===== src/rtl/spike_rate_decoder_pkg.sv =====
// Types and default sizes shared by the spike-rate decoder and the network wrapper.
package snn_pkg;

  typedef enum logic {
    IDLE  = 1'b0,
    COUNT = 1'b1
  } snn_state_t;

  localparam int SNN_N_CH  = 4;
  localparam int SNN_CNT_W = 8;
  localparam int SNN_WIN_W = 8;

  // Keeps select ports at least one bit wide for a single-channel build.
  function automatic int sel_width(input int n);
    return (n > 1) ? $clog2(n) : 1;
  endfunction

endpackage


===== src/rtl/spike_rate_decoder_if.sv =====
// Control, spike and readout bundle of the spike-rate decoder.
interface spike_rate_decoder_if
  import snn_pkg::*;
#(
  parameter int N_CH  = SNN_N_CH,
  parameter int CNT_W = SNN_CNT_W,
  parameter int WIN_W = SNN_WIN_W
);
  localparam int SEL_W = sel_width(N_CH);

  logic             enable;
  logic [WIN_W-1:0] win_len;
  logic [N_CH-1:0]  spike_in;
  logic [SEL_W-1:0] sel;
  logic [CNT_W-1:0] count_out;
  logic             count_valid;
  logic [SEL_W-1:0] winner;
  logic             any_spike;
  logic             overflow;

  modport master (
    output enable, win_len, spike_in, sel,
    input  count_out, count_valid, winner, any_spike, overflow
  );

  modport slave (
    input  enable, win_len, spike_in, sel,
    output count_out, count_valid, winner, any_spike, overflow
  );

endinterface


===== src/rtl/spike_rate_decoder_counter.sv =====
// One channel: rising-edge detect, saturating window accumulator and sticky saturation flag.
module spike_counter_sat #(
  parameter int CNT_W = 8
) (
  input  logic             clk,
  input  logic             rst_n,
  input  logic             i_spike,
  input  logic             i_count_en,
  input  logic             i_clear,
  output logic [CNT_W-1:0] o_next_acc,
  output logic             o_next_sat
);
  logic             r_prev;
  logic [CNT_W-1:0] r_acc;
  logic             r_sat;
  logic             w_edge;
  logic             w_full;

  assign w_edge = i_spike & ~r_prev;
  assign w_full = (r_acc == '1);

  // Saturation is flagged when an edge arrives that the full accumulator cannot hold.
  assign o_next_acc = (w_edge && !w_full) ? r_acc + CNT_W'(1) : r_acc;
  assign o_next_sat = r_sat | (w_edge & w_full);

  always_ff @(posedge clk) begin
    if (!rst_n) begin
      r_prev <= 1'b0;
      r_acc  <= '0;
      r_sat  <= 1'b0;
    end else begin
      r_prev <= i_spike;
      if (i_clear) begin
        r_acc <= '0;
        r_sat <= 1'b0;
      end else if (i_count_en) begin
        r_acc <= o_next_acc;
        r_sat <= o_next_sat;
      end
    end
  end

endmodule


===== src/rtl/spike_rate_decoder.sv =====
// Windowed spike-rate decoder: per-channel edge counts latched at each window end, plus argmax.
module spike_rate_decoder
  import snn_pkg::*;
#(
  parameter int N_CH  = SNN_N_CH,
  parameter int CNT_W = SNN_CNT_W,
  parameter int WIN_W = SNN_WIN_W
) (
  input logic clk,
  input logic rst_n,
  spike_rate_decoder_if.slave bus
);
  localparam int SEL_W = sel_width(N_CH);

  snn_state_t       r_state;
  logic [WIN_W-1:0] r_win_reg;
  logic [WIN_W-1:0] r_win_cnt;
  logic [CNT_W-1:0] r_result [N_CH];
  logic             r_count_valid;
  logic [SEL_W-1:0] r_winner;
  logic             r_any_spike;
  logic             r_overflow;

  logic [CNT_W-1:0] w_next_acc [N_CH];
  logic [N_CH-1:0]  w_next_sat;
  logic             w_counting;
  logic             w_last;
  logic             w_clear;
  logic [CNT_W-1:0] w_best;
  logic [SEL_W-1:0] w_winner;

  assign w_counting = (r_state == COUNT);
  assign w_last     = w_counting && (r_win_cnt == r_win_reg - WIN_W'(1));
  assign w_clear    = w_counting && (!bus.enable || w_last);

  generate
    for (genvar gi = 0; gi < N_CH; gi++) begin : g_ch
      spike_counter_sat #(.CNT_W(CNT_W)) u_cnt (
        .clk        (clk),
        .rst_n      (rst_n),
        .i_spike    (bus.spike_in[gi]),
        .i_count_en (w_counting),
        .i_clear    (w_clear),
        .o_next_acc (w_next_acc[gi]),
        .o_next_sat (w_next_sat[gi])
      );
    end
  endgenerate

  // Strict compare keeps the lowest index on ties and index 0 when everything is zero.
  always_comb begin
    w_best   = '0;
    w_winner = '0;
    for (int i = 0; i < N_CH; i++) begin
      if (w_next_acc[i] > w_best) begin
        w_best   = w_next_acc[i];
        w_winner = SEL_W'(i);
      end
    end
  end

  always_ff @(posedge clk) begin
    if (!rst_n) begin
      r_state       <= IDLE;
      r_win_reg     <= '0;
      r_win_cnt     <= '0;
      r_count_valid <= 1'b0;
      r_winner      <= '0;
      r_any_spike   <= 1'b0;
      r_overflow    <= 1'b0;
      for (int i = 0; i < N_CH; i++) r_result[i] <= '0;
    end else begin
      r_count_valid <= 1'b0;
      case (r_state)
        IDLE: begin
          if (bus.enable && bus.win_len != '0) begin
            r_state   <= COUNT;
            r_win_reg <= bus.win_len;
            r_win_cnt <= '0;
          end
        end
        COUNT: begin
          // An abort beats a coinciding window end: results stay as they were.
          if (!bus.enable) begin
            r_state   <= IDLE;
            r_win_cnt <= '0;
          end else if (w_last) begin
            for (int i = 0; i < N_CH; i++) r_result[i] <= w_next_acc[i];
            r_count_valid <= 1'b1;
            r_winner      <= w_winner;
            r_any_spike   <= (w_best != '0);
            r_overflow    <= |w_next_sat;
            r_win_cnt     <= '0;
            if (bus.win_len == '0) r_state <= IDLE;
            else                   r_win_reg <= bus.win_len;
          end else begin
            r_win_cnt <= r_win_cnt + WIN_W'(1);
          end
        end
        default: r_state <= IDLE;
      endcase
    end
  end

  assign bus.count_out   = r_result[bus.sel];
  assign bus.count_valid = r_count_valid;
  assign bus.winner      = r_winner;
  assign bus.any_spike   = r_any_spike;
  assign bus.overflow    = r_overflow;

endmodule


===== src/flat_wrapper.sv =====
// flat-port wrapper written by rule: the top's interface ports become plain ports
module spike_rate_decoder_flat import snn_pkg::*;
#(
  parameter int N_CH  = SNN_N_CH,
  parameter int CNT_W = SNN_CNT_W,
  parameter int WIN_W = SNN_WIN_W
)
  (clk, rst_n, bus_enable, bus_win_len, bus_spike_in, bus_sel, bus_count_out, bus_count_valid, bus_winner, bus_any_spike, bus_overflow);
  spike_rate_decoder_if #(.N_CH(N_CH), .CNT_W(CNT_W), .WIN_W(WIN_W)) bus_i ();
  input logic clk;
  input logic rst_n;
  input wire logic [$bits(bus_i.enable)-1:0] bus_enable;
  input wire logic [$bits(bus_i.win_len)-1:0] bus_win_len;
  input wire logic [$bits(bus_i.spike_in)-1:0] bus_spike_in;
  input wire logic [$bits(bus_i.sel)-1:0] bus_sel;
  output wire logic [$bits(bus_i.count_out)-1:0] bus_count_out;
  output wire logic [$bits(bus_i.count_valid)-1:0] bus_count_valid;
  output wire logic [$bits(bus_i.winner)-1:0] bus_winner;
  output wire logic [$bits(bus_i.any_spike)-1:0] bus_any_spike;
  output wire logic [$bits(bus_i.overflow)-1:0] bus_overflow;
  assign bus_i.enable = bus_enable;
  assign bus_i.win_len = bus_win_len;
  assign bus_i.spike_in = bus_spike_in;
  assign bus_i.sel = bus_sel;
  assign bus_count_out = bus_i.count_out;
  assign bus_count_valid = bus_i.count_valid;
  assign bus_winner = bus_i.winner;
  assign bus_any_spike = bus_i.any_spike;
  assign bus_overflow = bus_i.overflow;
  spike_rate_decoder #(.N_CH(N_CH), .CNT_W(CNT_W), .WIN_W(WIN_W)) u_core (.clk(clk), .rst_n(rst_n), .bus(bus_i));
endmodule

===== config.mk =====
export PLATFORM = sky130hd
export DESIGN_NAME = spike_rate_decoder_flat
export DESIGN_NICKNAME = d
export VERILOG_FILES = /design/src/rtl/spike_rate_decoder_pkg.sv /design/src/rtl/spike_rate_decoder_if.sv /design/src/rtl/spike_rate_decoder_counter.sv /design/src/rtl/spike_rate_decoder.sv /design/src/flat_wrapper.sv
export SDC_FILE = /design/constraint.sdc
export NUM_CORES = 1
export LEC_CHECK = 0
export ABC_AREA = 0
export CAP_MARGIN = 15
export CORE_ASPECT_RATIO = 1.1
export CORE_UTILIZATION = 30
export CTS_CLUSTER_DIAMETER = 40
export DETAILED_ROUTE_END_ITERATION = 10
export SLEW_MARGIN = 5
export SYNTH_ARGS = -nofsm -noshare
export SYNTH_HDL_FRONTEND = slang
export SYNTH_SLANG_ARGS = --single-unit

===== constraint.sdc =====
create_clock -name clk -period 11.05 [get_ports clk]
set_input_delay 2.21 -clock clk [delete_from_list [all_inputs] [get_ports clk]]
set_output_delay 2.21 -clock clk [all_outputs]
set_load 0.03 [all_outputs]

Word level (Yosys, flattened, before mapping)
Memory sizes are Yosys's and may differ from the RTL's.
Cells that the tools add are included.
W data, S select, Z words.
- bits in writable memories: 32
- memories: 1
- flip-flop bits (word level): 62
- bits of input ports: 17
- logic and storage cells: 116
- output and inout port bits: 13
- memory list (memory ; depth ; width ; rd ports ; clocked after memory_dff ; write ports ; line ; text):
    u_core.r_result ; 4 ; 8 ; 1 ; 0 ; 4 ; spike_rate_decoder.sv:18 ; logic [CNT_W-1:0] r_result [N_CH];
- $lt $le $gt $ge: 4
- reductions and logical operators: 20
- muxes and demuxes: 35
- add/subtract/negate cells: 6
- bitwise operators: 22
- eq/ne operators: 9
- operators with widths (kind ; count):
    $mux W8 ; 19
    $add A8 B1 Y8 const B ; 5
    $eq A8 B8 Y1 const B ; 4
    $pmux W8 S2 ; 2
    $gt A8 B8 Y1 ; 3
    $reduce_bool A8 Y1 ; 2
    $mux W1 ; 11
    $and A1 B1 Y1 ; 8
    $eq A8 B8 Y1 ; 1
    $gt A8 B1 Y1 const B ; 1
    $logic_not A8 Y1 ; 1
    $or A1 B1 Y1 ; 8
    $sub A8 B1 Y8 const B ; 1
    $logic_and A1 B1 Y1 ; 7
    $ne A2 B2 Y1 const B ; 3
    $not A1 Y1 ; 6
    $logic_not A1 Y1 ; 5
    $mux W2 ; 2
    $reduce_and A4 Y1 ; 1
    $reduce_or A4 Y1 ; 1
    $reduce_and A3 Y1 ; 1
    $ne A2 B1 Y1 const B ; 1
    $pmux W1 S2 ; 1
    $reduce_or A2 Y1 ; 1
    $logic_or A1 B1 Y1 ; 1

Longest topological paths before layout
Gate-level depths: netlist of run 1.
- word-level depth: 13
- gate-level depth with buffers: 29

By module
A second synthesis of run 1 with hierarchy kept.
- cell total of the unflattened synthesis: 649
- area total of the unflattened synthesis: 6369.9 µm²
- modules (own cells, without submodules) (module ; cells an instance ; times used ; area each (µm²)):
    spike_rate_decoder ; 325 ; 1 ; 3412.0
    spike_counter_sat ; 81 ; 4 ; 739.5

Worst setup path before layout of run 1
OpenSTA, ideal clock, no wires.
- path type: input port to flip-flop
- start: input bus_spike_in[1]
- end: register u_core.r_any_spike (netlist: u_core.bus.any_spike)
- library setup time: 0.123 ns
- data required time: 10.927 ns
- arrival time: 7.594 ns
- setup slack: 3.333 ns
- stages: 26
- path through: nor2b_1 o31a_1 mux2i_1 inv_1 ha_1 and4b_1 a211oi_1 o22ai_1 inv_1 mux2_2 ha_1 a21oi_1 o21ai_0 mux2i_1 a21oi_1 buf_1 mux2_2 ha_1 nor2b_1 o21ai_0 nand2b_1 a21oi_1 o31a_1 o41a_1 o31a_1 a311o_2
- cells in the longest elaborated chain, start to end: 10
- RTL lines (item ; line ; text):
    start: declaration ; flat_wrapper.sv:14 ; input wire logic [$bits(bus_i.spike_in)-1:0] bus_spike_in;
    $and A1 B1 Y1 (*) ; spike_rate_decoder_counter.sv:19 ; assign w_edge = i_spike & ~r_prev;
    $logic_and A1 B1 Y1 (*) ; spike_rate_decoder_counter.sv:23 ; assign o_next_acc = (w_edge && !w_full) ? r_acc + CNT_W'(1) : r_acc;
    $mux W8 (*) ; spike_rate_decoder_counter.sv:23 ;
    named net u_core.g_ch[1].u_cnt.o_next_acc[1] ; spike_rate_decoder_counter.sv:10 ; output logic [CNT_W-1:0] o_next_acc,
    $gt A8 B8 Y1 ; spike_rate_decoder.sv:55 ; if (w_next_acc[i] > w_best) begin
    $mux W8 (*) ; spike_rate_decoder.sv:55 ;
    $gt A8 B8 Y1 ; spike_rate_decoder.sv:55 ;
    $mux W8 (*) ; spike_rate_decoder.sv:55 ;
    $gt A8 B8 Y1 ; spike_rate_decoder.sv:55 ;
    $mux W8 (*) ; spike_rate_decoder.sv:55 ;
    $reduce_bool A8 Y1 (*) ; spike_rate_decoder.sv:91 ; r_any_spike <= (w_best != '0);
    end signal: assignment ; spike_rate_decoder.sv:91 ;
    end: declaration ; spike_rate_decoder.sv:21 ; logic r_any_spike;
Mark *: on every way through the listed nets, which the timed path passes. The rest lies on a longest branch.
A chain may end at the register's enable or synchronous reset.

Worst setup path in the final report of run 1
Ends and elaborated chain as after synthesis.

==> flow_summary.json, run 1 <==
{
  "layout-drive-gt1-share_pct": 7.853,
  "cellPowerDensity_mw_per_mm2": 128.8,
  "placementRows": 51,
  "port_buffers": 29,
  "period_share_pct": 79.00,
  "synth_fp_nets": 646,
  "worst_r2r_endpoint": "u_core.bus.any_spike",
  "layout_commonest_cell": "nor2_1",
  "finalHoldViolCount": 0,
  "rsz0062_at_grt": "false",
  "dp.cells": 846,
  "synth_edf_count": 32,
  "critPathRequiredTime_ns": 11.29,
  "tightest_slew_ns": 0.8621,
  "fmax_ghz": 0.1146,
  "setup_tns_ns": 0,
  "fillers": 1857,
  "place_congestion": 0.8531,
  "start_util_pct": 30.96,
  "combPwrFrac_pct": 15.1,
  "p_sw_mw": 0.2204,
  "setup_violations": 0,
  "finalNetCount": 666,
  "area.growth.synth_to_final_pct": 14.95,
  "ys.flop_type": "dfxtp_1",
  "grt_start_max_net_pins": 35,
  "ys_ff_latch": 94,
  "worst-path-buf-inv": 3,
  "p_sw_share_pct": 26.92,
  "via_count": 4265,
  "crit_type": "in2reg",
  "reg2reg_setup_slack_ns": 4.04,
  "cts.path.max_buffers": 2,
  "worstHoldPathCells": 2,
  "numCtsBuffers": 9,
  "rr_startpoint": "u_core.g_ch[0].u_cnt.r_acc[0]",
  "slew_headroom_pct": 42.53,
  "clkPwrFrac_pct": 39.4,
  "cp_slowest_cell": "a21oi_1",
  "power.internal_mw": 0.5985,
  "synthArstFlopShare_pct": 0,
  "drv_cap": 0,
  "dp_hpwl_mm": 9.428,
  "dpl_cell_area_mm2": 0.006053,
  "top_regs": "u_core.g_ch.u_cnt.r_acc (32), u_core.r_result (32)",
  "clkTransAtPathRegs_ns": 0.07,
  "cts_resized": 0,
  "num_antenna_cells": 0,
  "stdcell_count": 862,
  "grt_pass1_vias": 4051,
  "power_frac_seq_pct": 45.5,
  "yosysSeqAreaShare_pct": 39.81,
  "die_h_um": 144.4,
  "hold_slack_ns": 0.4596,
  "drv_slew": 0,
  "hold_path_startpoint": "u_core.g_ch[3].u_cnt.r_sat",
  "leakage_nw": 2.384,
  "antenna_left": 0,
  "cts_max_level": 3,
  "ys_types": 57,
  "post_cts_buffers": 0,
  "die_w_um": 131.5,
  "syn_inst": 599,
  "ys_warn_count": 0,
  "final_area_mm2": 0.006359,
  "synth.avg_cell_area_um2": 9.235,
  "avgViaCountPerCell": 4.948,
  "firstDrtPassIters": 5,
  "max_stage_delay_ns": 0.68,
  "hold_end": "u_core.g_ch[3].u_cnt.r_sat",
  "root_buffer": "clkbuf_16",
  "wl_per_cell_um": 14.44,
  "arrival_ns": 8.97,
  "cp_max_fo": 11,
  "wirelength_mm": 12.45,
  "design.core.area_mm2": 0.01787,
  "grt_use_total_pct": 13.77,
  "netlist_area_mm2": 0.005532,
  "hold_buffers": 0,
  "grt_first_pass_wirelength_mm": 20.51,
  "cp-end-kind": "register",
  "cts_sinks": 94,
  "clk_latency_ns": 0.36,
  "drtIter0Drc": 250,
  "cp-start-kind": "primary input",
  "outcome": "complete, no violations",
  "clock_skew_ns": 0.008589,
  "drc_errors": 0,
  "worstRegToRegCells": 25,
  "grt_overflow": 0,
  "cts_tree": "done",
  "irDropWorstVdd_v": 0.00006381,
  "antenna_found_initial": 0,
  "ios": 30,
  "layout_common_cells": "nor2_1 (97), dfxtp_1 (62), nand2_1 (38), edfxtp_1 (32)",
  "min_period_ns": 8.730,
  "path_delay_family": "compound AO/OA/AOI/OAI gates",
  "die_area_mm2": 0.01899,
  "hp-class": "reg2reg"
}
layout make-up:
class	count	area [um^2]	share of cell area, %
flip-flops and latches	94	2202	34.63
multi-input cells	450	3120	49.08
clock inverters	7	80.08	1.259
well taps	238	297.8	4.683
inverters	32	120.1	1.889
repair buffers	32	312.8	4.919
clock buffers	9	225.2	3.542
cells in the mapped netlist (11+ instances only):
library cell / count / area, um^2
clkbuf_1: 18 / 67.56
mux2i_1: 30 / 300.3
nand2_1: 38 / 142.6
o21ai_0: 11 / 55.05
inv_1: 30 / 112.6
ha_1: 30 / 375.4
nand4_1: 11 / 68.82
nor2_1: 97 / 364.1
nor3_1: 11 / 55.05
edfxtp_1: 32 / 960.9
nand2b_1: 11 / 68.82
xor2_1: 20 / 175.2
and2_1: 17 / 106.4
xnor2_1: 20 / 175.2
a21oi_1: 26 / 130.1
dfxtp_1: 62 / 1241
nand3_1: 19 / 95.09
mux2_2: 14 / 157.7
per-layer routing:
layer	vias up	global-route usage (%)	share of wire [%]	wire (um)
met3	16	3.049	3.4	425
met5	-	0	0	0
met1	2010	17.68	48	6034
met4	0	5.386	2.2	275
li1	2170	-	-	-
met2	69	22.53	46	5716
power by group through the flow:
stage / clock network [mW] / logic (mW) / registers, mW
2_1_floorplan: 0 / 0.0922 / 0.378
3_3_place_gp: 0 / 0.123 / 0.380
3_5_place_dp: 0 / 0.123 / 0.381
4_1_cts: 0.329 / 0.124 / 0.373
5_1_grt: 0.344 / 0.137 / 0.374
6_report: 0.323 / 0.124 / 0.372
metrics by stage:
| step | power, mW | setup slack (ns) | util, % |
|---|---|---|---|
| final | 0.8190 | 2.320 | 35.59 |
| after global routing | 0.8551 | 1.690 | 35.59 |
| after CTS | 0.8255 | 2.391 | 35.59 |
| after detailed placement | 0.5036 | 2.028 | 33.88 |
| after global placement | 0.5027 | 2.208 | 33.88 |
| after floorplan | 0.4705 | 3.333 | - |
logic make-up (layout without fill, tap and decap cells):
group | after synthesis | after routing | synth area share (%)
fa+ha+maj | 30 | 30 | 6.786
compound gates | 83 | 83 | 10.18
simple gates | 245 | 245 | 21.58
flops | 94 | 94 | 39.81
buf+inv | 55 | 80 | 3.777
xor+xnor | 40 | 40 | 6.333
mux | 52 | 52 | 11.54
worst max path at each step:
stage | from | endpoint | cells past startpoint
after CTS | bus_spike_in[1] | u_core.bus.any_spike | 26
after global routing | bus_spike_in[1] | u_core.bus.any_spike | 26
final | bus_spike_in[1] | u_core.bus.any_spike | 26
after global placement | bus_spike_in[1] | u_core.bus.any_spike | 26
after detailed placement | bus_spike_in[1] | u_core.bus.any_spike | 26
after floorplan | bus_spike_in[1] | u_core.bus.any_spike | 26
worst min-delay path: cells and delay by family (launching register included):
kind	cells	cell delay (ns)
compound gates	1	0.05
buf+inv	1	0.05
flops	1	0.32
Power figures use the tool's default switching activity.
==> inputs of run 2 (changes only) <==
clock period = 8.7 ns   (was 11.05 ns; I/O delays follow)
==> run 2 against run 1 <==
Effect of this change: clock-buffer cell count stayed put; global-route usage increased by 0.58 points; hold slack got worse by 0.0068 ns; sequential cell count unchanged; total power is 27% higher; core utilization rose by 0.11 points; largest power group unchanged.
==> flow_summary.json, run 2 (synthesis results as in run 1) <==
{
  "wl_met2_mm": 5.801,
  "crit_type": "in2reg",
  "dpl_cell_area_mm2": 0.006076,
  "port_buffers": 29,
  "cts_resized": 0,
  "grt_use_total_pct": 14.35,
  "dp_hpwl_mm": 9.448,
  "setup_tns_ns": 0,
  "firstDrtPassIters": 4,
  "maxUsedRoutingLayer": "met4",
  "arrival_ns": 8.11,
  "cellPowerDensity_mw_per_mm2": 163.6,
  "tightest_slew_ns": 0.7650,
  "die_h_um": 144.4,
  "setup_violations": 0,
  "placementRows": 51,
  "cp-end-kind": "register",
  "clkTransAtPathRegs_ns": 0.07,
  "grt_pass1_vias": 4096,
  "cts.path.max_buffers": 2,
  "clock_skew_ns": 0.01242,
  "avgViaCountPerCell": 4.895,
  "drv_slew": 0,
  "leakage_nw": 2.398,
  "max_stage_delay_ns": 0.59,
  "ios": 30,
  "die_area_mm2": 0.01899,
  "min_period_ns": 7.860,
  "cts_max_level": 3,
  "rsz0062_at_grt": "false",
  "start_util_pct": 30.96,
  "place_congestion": 0.8459,
  "critPathRequiredTime_ns": 8.95,
  "num_antenna_cells": 0,
  "layout_common_cells": "nor2_1 (97), dfxtp_1 (62), nand2_1 (38), edfxtp_1 (32)",
  "cts_sinks": 94,
  "design.core.area_mm2": 0.01787,
  "post_cts_buffers": 0,
  "preCtsSetupSlack_ns": 0.5386,
  "period_share_pct": 90.35,
  "wl_met1_mm": 6.235,
  "fillers": 1853,
  "layout-drive-gt1-share_pct": 8.134,
  "irDropWorstVdd_v": 0.00009506,
  "layout_setup_ws_ns": 0.8398,
  "wl_met3_um": 451,
  "grt_start_max_net_pins": 37,
  "grt_first_pass_wirelength_mm": 21.25,
  "outcome": "complete, no violations",
  "hp-class": "reg2reg",
  "final_area_mm2": 0.006377,
  "antenna_found_initial": 0,
  "hold_buffers": 0,
  "finalNetCount": 669,
  "cp_slowest_cell": "o22ai_1",
  "cp_max_fo": 11,
  "cp-start-kind": "primary input",
  "root_buffer": "clkbuf_16",
  "wirelength_mm": 12.68,
  "slew_headroom_pct": 48.56,
  "grt_overflow": 0,
  "top_regs": "u_core.g_ch.u_cnt.r_acc (32), u_core.r_result (32)",
  "layout_commonest_cell": "nor2_1",
  "multi_input_area_mm2": 0.003120,
  "seqCellArea_mm2": 0.002202,
  "clk_latency_ns": 0.36,
  "wl_per_cell_um": 14.66,
  "drc_errors": 0,
  "finalPower_mw": 1.043,
  "via_count": 4234,
  "antenna_left": 0,
  "cts_tree": "done",
  "numCtsBuffers": 9,
  "die_w_um": 131.5,
  "finalHoldViolCount": 0,
  "fmax_ghz": 0.1272,
  "drtIter0Drc": 257,
  "fin_util_pct": 35.69,
  "area.growth.synth_to_final_pct": 15.29,
  "drv_cap": 0
}
## run 2: layout make-up
| cell class | count | area share [%] |
|---|---|---|
| Multi-Input combinational cell | 450 | 48.93 |
| Sequential cell | 94 | 34.53 |
| Timing Repair Buffer | 35 | 5.258 |
| Tap cell | 238 | 4.669 |
| Clock buffer | 9 | 3.531 |
| Inverter | 32 | 1.883 |
| Clock inverter | 7 | 1.197 |
## run 2: power by group
part	internal [mW]	switching, mW	leakage [nW]
Sequential	0.464	0.00861	0.825
Combinational	0.0709	0.0902	1.43
Clock	0.226	0.183	0.145
## run 2: worst paths after layout
| check | start | end | slack, ns | cells after the start |
|---|---|---|---|---|
| setup / recovery | bus_spike_in[1] | u_core.bus.any_spike | 0.84 | 27 |
| hold / removal | u_core.g_ch[3].u_cnt.r_sat | u_core.g_ch[3].u_cnt.r_sat | 0.45 | 2 |
| setup reg to reg | u_core.g_ch[0].u_cnt.r_acc[0] | u_core.bus.any_spike | 2.09 | 26 |
| hold reg to reg | u_core.g_ch[3].u_cnt.r_sat | u_core.g_ch[3].u_cnt.r_sat | 0.45 | 2 |
## run 2: metrics by stage
step / hold slack (ns) / instances
finish: 0.4529 / 865
global route: 0.4759 / 865
CTS: 0.4581 / 865
detailed placement: 0.4476 / 849
global placement: 0.4405 / 849
floorplan: 0.4221 / 599
## run 2: metal layers
metal  vias to the layer above  global-route usage (%)
met5                         -                       0
met4                         0                   5.753
met3                        13                   2.839
met2                        64                   23.45
met1                      1978                   18.60
li1                       2179                       -
## run 2: worst max-delay path, delay by kind of cell
| kind | cells | cell delay, ns |
|---|---|---|
| buffers and inverters | 4 | 1.03 |
| AOI/OAI and AO/OA | 12 | 2.59 |
| muxes | 4 | 1.24 |
| and+or+nand+nor | 4 | 0.64 |
| adders and majority gates | 3 | 0.88 |
